## src/rtl/branch_sequencer.sv

```systemverilog
// Purpose: program-counter sequencer with conditional jumps, relative jumps and a call/return stack.
// Latency: every output is registered; an instruction's effect is visible one cycle after the edge that accepts it.
// Backpressure: none. EN=0 holds the PC and the stack. A faulting CALL or RET advances the PC and sets the sticky STK_ERR.
//
// Ports:
//   CLK, RST         clock; synchronous active-high reset
//   EN               execute one instruction on this edge
//   OP               000 NOP, 001 JMP, 010 JREL, 011 CALL, 100 RET, all other codes act as NOP
//   COND_SEL/INV/ALWAYS  condition = ALWAYS | (FLAGS[SEL] ^ INV)
//   TARGET           absolute target address; for JREL, a two's-complement offset
//   FLAGS_IN/WE      flag register write port, independent of EN
//   PC, FLAGS        registered program counter and flag register
//   DOJUMP           registered pulse, high for one cycle after a taken control op
//   STK_LEVEL        number of return-stack entries in use
//   STK_ERR          sticky stack overflow/underflow flag
module branch_sequencer #(
   parameter int ADDR_W      = 8,
   parameter int FLAG_W      = 8,
   parameter int SEL_W       = $clog2(FLAG_W),
   parameter int STACK_DEPTH = 4
) (
   input  logic                           CLK,
   input  logic                           RST,
   input  logic                           EN,
   input  logic [2:0]                     OP,
   input  logic [SEL_W-1:0]               COND_SEL,
   input  logic                           COND_INV,
   input  logic                           COND_ALWAYS,
   input  logic [ADDR_W-1:0]              TARGET,
   input  logic [FLAG_W-1:0]              FLAGS_IN,
   input  logic                           FLAGS_WE,
   output logic [ADDR_W-1:0]              PC,
   output logic [FLAG_W-1:0]              FLAGS,
   output logic                           DOJUMP,
   output logic [$clog2(STACK_DEPTH):0]   STK_LEVEL,
   output logic                           STK_ERR
);

   localparam int STK_W = $clog2(STACK_DEPTH) + 1;
   // A depth of 1 still gets a 1-bit index.
   localparam int IDX_W = (STACK_DEPTH > 1) ? $clog2(STACK_DEPTH) : 1;

   localparam logic [2:0] OP_JMP  = 3'b001;
   localparam logic [2:0] OP_JREL = 3'b010;
   localparam logic [2:0] OP_CALL = 3'b011;
   localparam logic [2:0] OP_RET  = 3'b100;

   localparam logic [STK_W-1:0] LVL_FULL = STK_W'(STACK_DEPTH);

   logic [ADDR_W-1:0] r_pc;
   logic [FLAG_W-1:0] r_flags;
   logic [STK_W-1:0]  r_lvl;
   logic              r_dojump;
   logic              r_err;
   logic [ADDR_W-1:0] r_stack [0:(1<<IDX_W)-1];

   logic              w_cond;
   logic [ADDR_W-1:0] w_pc_inc;
   logic [IDX_W-1:0]  w_top_idx;
   logic [ADDR_W-1:0] w_pc_nxt;
   logic [STK_W-1:0]  w_lvl_nxt;
   logic              w_push;
   logic              w_jump;
   logic              w_err;

   // The condition uses the registered flags, so a flag write takes effect on the next instruction.
   assign w_cond    = COND_ALWAYS | (r_flags[COND_SEL] ^ COND_INV);
   assign w_pc_inc  = r_pc + ADDR_W'(1);
   // Low bits of (level - 1). The stack is only read when the level is non-zero.
   assign w_top_idx = r_lvl[IDX_W-1:0] - IDX_W'(1);

   always_comb begin
      w_pc_nxt  = r_pc;
      w_lvl_nxt = r_lvl;
      w_push    = 1'b0;
      w_jump    = 1'b0;
      w_err     = 1'b0;
      if (EN) begin
         w_pc_nxt = w_pc_inc;
         case (OP)
            OP_JMP: begin
               if (w_cond) begin
                  w_pc_nxt = TARGET;
                  w_jump   = 1'b1;
               end
            end
            OP_JREL: begin
               // The offset is as wide as the PC, so a modulo-2^ADDR_W add already
               // gives the sign-extended result.
               if (w_cond) begin
                  w_pc_nxt = r_pc + TARGET;
                  w_jump   = 1'b1;
               end
            end
            OP_CALL: begin
               if (w_cond) begin
                  if (r_lvl != LVL_FULL) begin
                     w_push    = 1'b1;
                     w_lvl_nxt = r_lvl + STK_W'(1);
                     w_pc_nxt  = TARGET;
                     w_jump    = 1'b1;
                  end else begin
                     w_err = 1'b1;
                  end
               end
            end
            OP_RET: begin
               if (w_cond) begin
                  if (r_lvl != '0) begin
                     w_lvl_nxt = r_lvl - STK_W'(1);
                     w_pc_nxt  = r_stack[w_top_idx];
                     w_jump    = 1'b1;
                  end else begin
                     w_err = 1'b1;
                  end
               end
            end
            default: ;
         endcase
      end
   end

   always_ff @(posedge CLK) begin
      if (RST) begin
         r_pc     <= '0;
         r_flags  <= '0;
         r_lvl    <= '0;
         r_dojump <= 1'b0;
         r_err    <= 1'b0;
      end else begin
         r_pc     <= w_pc_nxt;
         r_lvl    <= w_lvl_nxt;
         r_dojump <= w_jump;
         if (FLAGS_WE) r_flags <= FLAGS_IN;
         if (w_err)    r_err   <= 1'b1;
      end
   end

   // Stack storage has no reset. Entries at or above the level are never read.
   always_ff @(posedge CLK) begin
      if (!RST && w_push) r_stack[r_lvl[IDX_W-1:0]] <= w_pc_inc;
   end

   assign PC        = r_pc;
   assign FLAGS     = r_flags;
   assign DOJUMP    = r_dojump;
   assign STK_LEVEL = r_lvl;
   assign STK_ERR   = r_err;

endmodule

```

## config.mk

```make
export PLATFORM = sky130hd
export DESIGN_NAME = branch_sequencer
export DESIGN_NICKNAME = d
export VERILOG_FILES = /design/src/rtl/branch_sequencer.sv
export SDC_FILE = /design/constraint.sdc
export NUM_CORES = 1
export LEC_CHECK = 0
export CORE_UTILIZATION = 60
export CTS_BUF_LIST = sky130_fd_sc_hd__clkbuf_2
export DETAILED_ROUTE_END_ITERATION = 7
export PLACE_DENSITY = 0.95
export RECOVER_POWER = 25
export SLEW_MARGIN = 10
export SYNTH_ARGS = -nofsm -noshare
export SYNTH_HDL_FRONTEND = slang
export SYNTH_SLANG_ARGS = --single-unit
```

## constraint.sdc

```tcl
create_clock -name CLK -period 5.4 [get_ports CLK]
set_clock_uncertainty 0.15 [all_clocks]
set_input_delay 0.81 -clock CLK [delete_from_list [all_inputs] [get_ports CLK]]
set_output_delay 0.81 -clock CLK [all_outputs]
set_load 0.05 [all_outputs]
```

; ---- After elaboration in Yosys (flattened, before gate mapping)
; Memory sizes are Yosys's and may differ from the RTL's.
; Index checks and enable logic that the tools add are counted.
[word_totals]
ram_bits = 32
ff_bits = 21
out_inout_bits = 21
memories = 1
word_cells = 61
inputBits = 28
[op_classes]
mux = 30
bitwise_logic = 3
reduce_logical = 7
n_lt_le_gt_ge = 1
addsub = 5
eq_ne = 9
[mem_list]
columns = name, depth, width, read_ports, rd_ports_with_merged_regs, wr, line
row1 = r_stack, 4, 8, 1, 0, 1, 55  ; logic [ADDR_W-1:0] r_stack [0:(1<<IDX_W)-1];
[op_table]
columns = op, n
row1 = 8-bit two-way mux, 6
row2 = 8-bit case mux with 4 select lines, 1
row3 = 1-bit two-way mux, 15
row4 = 3-bit two-way mux, 4
row5 = "8-bit by 1-bit adder with 8-bit output, second input constant", 1
row6 = 8-bit adder, 1
row7 = "2-bit inequality test, second input constant", 4
row8 = "3-bit by 2-bit equality test with 1-bit output, second input constant", 2
row9 = 3-bit case mux with 2 select lines, 1
row10 = 6-bit AND reduction, 1
row11 = "3-bit by 4-bit less-than comparator with 1-bit output, second input constant", 1
row12 = 2-bit OR reduction, 2
row13 = "3-bit by 1-bit adder with 3-bit output, second input constant", 1
row14 = 1-bit binary-select mux with 3-bit select, 1
row15 = "3-bit by 1-bit equality test with 1-bit output, second input constant", 1
row16 = "3-bit equality test, second input constant", 1
row17 = "3-bit inequality test, second input constant", 1
row18 = 1-bit case mux with 3 select lines, 1
row19 = 3-bit nonzero test, 1
row20 = "3-bit by 1-bit subtractor with 3-bit output, second input constant", 1
row21 = 1-bit case mux with 2 select lines, 1
row22 = 2-bit nonzero test, 1
row23 = "2-bit by 1-bit subtractor with 2-bit output, second input constant", 1
row24 = 1-bit logical AND, 1
row25 = 4 further kinds, 4

; ---- Logic depth before layout (Yosys ltp)
[logic_depth]
depth_word = 10
ltp_mapped = 10

; ---- Worst setup path before layout
; OpenSTA, ideal clock, no wires.
[synth_timing]
path_type = input port to flip-flop
startpoint = input port COND_SEL[0]
endpoint = memory r_stack[0][0], enable pin
stages = 6
slack_ns = 2.250
setup_ns = 0.332
arrival_ns = 2.668
path_buffers = 1
path_cell_list = mux4_1 > mux2i_1 > mux2i_1 > buf_6 > nor4b_1 > and2_1
[synth_between]
elab_chain_len = 10
[synth_lines]
columns = element, line
row1 = start: declaration, 26  ; input logic [SEL_W-1:0] COND_SEL,
row2 = 1-bit binary-select mux with 3-bit select, 67  ; assign w_cond = COND_ALWAYS | (r_flags[COND_SEL] ^ COND_INV);
row3 = 1-bit two-way mux (not written as such), 67
row4 = 1-bit XOR, 67
row5 = 1-bit bitwise OR, 67
row6 = 1-bit two-way mux, 96  ; if (w_cond) begin
row7 = 1-bit two-way mux, 80  ; case (OP)
row8 = 1-bit two-way mux, 78  ; if (EN) begin
row9 = 1-bit logical AND, 141  ; if (!RST && w_push) r_stack[r_lvl[IDX_W-1:0]] <= w_pc_inc;
row10 = 1-bit two-way mux, 141
row11 = 1-bit two-way mux (not written as such), 141
row12 = end: declaration, 55
; Every way passes these cells. The select of a mux whose other input is x is not followed.

; ---- Worst setup path after layout
; Ends and elaborated chain as after synthesis.

==> results by group <==
Worst setup path
  • Worst EP required: 5400 ps
  • Critical Path AT: 3570 ps
  • Critical path type: primary input to flip-flop
  • Crit. End Element: flip-flop
  • Startpoint types: primary input
  • Worst-path fanout max: 12

Route
  • Detailed-route via count: 2,258
  • Post-DR wirelength/cell: 17.38 µm
  • Routed Antenna Nets: 0
  • Detailed Routing Iterations Pass 1: 5
  • Total routed wirelength: 6.519 mm
  • DRC errors left: 0
  • DRT iter0 DRCs: 202
  • DR vias/cell: 6.021

Global route
  • First-pass GRT wire length: 10.55 mm
  • Vias in the first global route: 2,117
  • Initial antenna violation count: 0
  • Largest net degree at the start of global routing: 19
  • All-layer global routing usage: 0.2658
  • Grt ovf: 0

Floorplan
  • Die height: 72.39 µm
  • Ports: 49
  • Die area: 0.005240 mm²
  • Core Rows: 25
  • Die width: 72.39 µm
  • Initial core utilization: 0.6253
  • CORE AREA: 0.004755 mm²

Run
  • Max Cap Viol: 0

Clocking
  • Clock root cell: clkbuf_2
  • Clock buffer depth: 2
  • CTS resizes: 0
  • Clock latency on the worst-skew pair: 440 ps
  • H-tree Lvls: 2
  • Num Clock Sinks: 53
  • CTS tree: built
  • TritonCTS Buffers: 5
  • Reg clk slew, reported paths: 260 ps
  • Hold Buf Count CTS: 0
  • Post-CTS setup buffer count: 0

Pwr
  • Combinational fraction of design power: 0.220
  • LEAKAGE: 1.310 nW
  • Clock share of power: 0.205
  • Pint: 548.2 µW
  • Sequential share of power: 0.575
  • Sw frac: 0.3024
  • Final Power: 785.8 µW
  • Worst IR Drop VDD: 0.0001719 V
  • P_sw: 237.6 µW
  • PwrDens: 221.8 mW/mm²

Synthesis
  • Number of synthesized flops with an enable pin: 32
  • Mean Syn Cell Area: 11.35 µm²
  • Cells after Synth: 262
  • Syn nets: 304
  • Synth warn: 0
  • Flops & latches, synth: 53
  • Synth Cell Area: 0.002973 mm²
  • Ys flop type: edfxtp_1
  • Post-synthesis sequential area ratio: 0.4646
  • Async SR Flop Fraction: 0
  • Post-synth cell types: 52

Cells and area
  • ANT cells: 0
  • Post-layout util: 0.7450
  • Most common cell after layout, fill and taps aside: clkdlybuf4s50_1
  • Area Overhead vs Synth: 19.15%
  • Share of cells above drive strength 1: 0.07792
  • Commonest non-fill, non-tap cells in the layout: clkdlybuf4s50_1 (47), edfxtp_1 (32), nor2_1 (23), dfxtp_1 (21), mux2i_1 (17)
  • Final #Nets: 349
  • Final Non-Filler Cells: 375

Run status
  • Status: completed

Timing
  • Worst slew margin: 0.5022
  • Minimum clock period after layout: 3570 ps
  • Setup Viol. Count Final: 0
  • Final Hold Vio Count: 0
  • Final hold slack: 384.2 ps
  • Final slew viol count: 0
  • Worst Max-Slew Pin Slew: 736.3 ps
  • Final period util: 0.6612
  • Highest clock rate: 280.1 MHz
  • Final TNS setup: 0 ps
  • RSZ-0062 raised after global routing: no

Placed design
  • Global placer's final weighted congestion: 0.9205
  • Placed cell count: 367
  • Detailed Place HPWL: 4.942 mm
  • Port Buf Inserts: 48

Worst hold path
  • Type of the worst min-delay path: flip-flop to flip-flop
-- final cells by class --
class / instances / area, µm²
clock inverters: 3 / 25.02
inverters: 10 / 37.54
fillers: 325 / 1212
well taps: 67 / 83.83
multi-input cells: 188 / 1501
clock buffers: 5 / 25.02
repair buffers: 49 / 488.0
flip-flops and latches: 53 / 1381
-- critical path: stages --
cell	delay (ps)
clkdlybuf4s50_1	500
mux4_1	550
mux2i_1	210
mux2i_1	200
buf_4	200
nor4b_1	630
and2_1	450
-- cells in the mapped netlist, types with 2 or more instances --
cell      count  area share
a21o_1        3      0.0076
nand2b_1      8       0.017
clkbuf_1      7      0.0088
mux4_2        8       0.061
nor3b_1       2      0.0050
mux2i_1      17       0.057
a22oi_1       4       0.010
a211oi_1      4       0.010
o221ai_1      2      0.0059
o21ai_0      12       0.020
buf_2         3      0.0050
o211ai_1      2      0.0050
dfxtp_1      21        0.14
inv_1         9       0.011
nand3_1       6       0.010
fa_1          2       0.013
xnor2_1       8       0.024
a31oi_1       2      0.0042
a211o_1       3      0.0088
and2_1        7       0.015
ha_1         12       0.051
nand2_1      15       0.019
a221oi_1      2      0.0059
a21oi_1      16       0.027
nor2_1       23       0.029
xor2_1        4       0.012
nor2b_1       2      0.0042
nor4_1        2      0.0042
mux4_1        2       0.018
edfxtp_1     32        0.32
-- state kept, by name, summed over array words and instances, names as in the netlist --
| register | count |
|---|---|
| DOJUMP | 1 |
| FLAGS | 8 |
| PC | 8 |
| STK_ERR | 1 |
| STK_LEVEL | 3 |
| r_stack | 32 |
-- power groups by stage --
stage / Sequential, mW / Combinational (mW) / Clock [mW]
floorplan: 0.483 / 0.0870 / 0
global placement: 0.459 / 0.166 / 0
detailed placement: 0.460 / 0.170 / 0
CTS: 0.452 / 0.171 / 0.162
global route: 0.453 / 0.186 / 0.181
finish: 0.452 / 0.173 / 0.161
-- path summary, 6_finish.rpt --
path	depth (start not counted)	slack (ps)	start	end
hold / removal	2	380	STK_ERR	STK_ERR
setup reg to reg	5	2100	STK_LEVEL[0]	r_stack[0][0]
setup / recovery	7	1830	COND_SEL[0]	r_stack[0][0]
hold reg to reg	2	380	STK_ERR	STK_ERR
-- routing by layer --
metal  wire, µm  vias up  share of wire  global-route usage
met5          0        -              0                   0
met4         76        0          0.012             0.07407
met3        374        9          0.057             0.04722
met2       3129       93           0.48              0.4154
met1       2939     1075           0.45              0.3844
li1           -     1081              -                   -
-- through the flow --
step,worst slack [ps],instance area (µm²)
2_1_floorplan,2250,2973
6_report,1830,3542
3_5_place_dp,1374,3492
4_1_cts,1867,3542
5_1_grt,1799,3542
3_3_place_gp,1559,3492
-- cells by family (layout without fill, tap and decap cells) --
| group | after synthesis | in the layout | share of synthesized area |
|---|---|---|---|
| xor gates and xnor gates | 12 | 12 | 0.03535 |
| buffers and inverters | 21 | 67 | 0.03030 |
| and+or+nand+nor | 73 | 73 | 0.1267 |
| adders and majority gates | 14 | 14 | 0.06397 |
| DFF | 53 | 53 | 0.4646 |
| muxes | 28 | 28 | 0.1393 |
| AOI/OAI and AO/OA | 61 | 61 | 0.1397 |
Note: power is estimated with default switching activity, not from simulation.
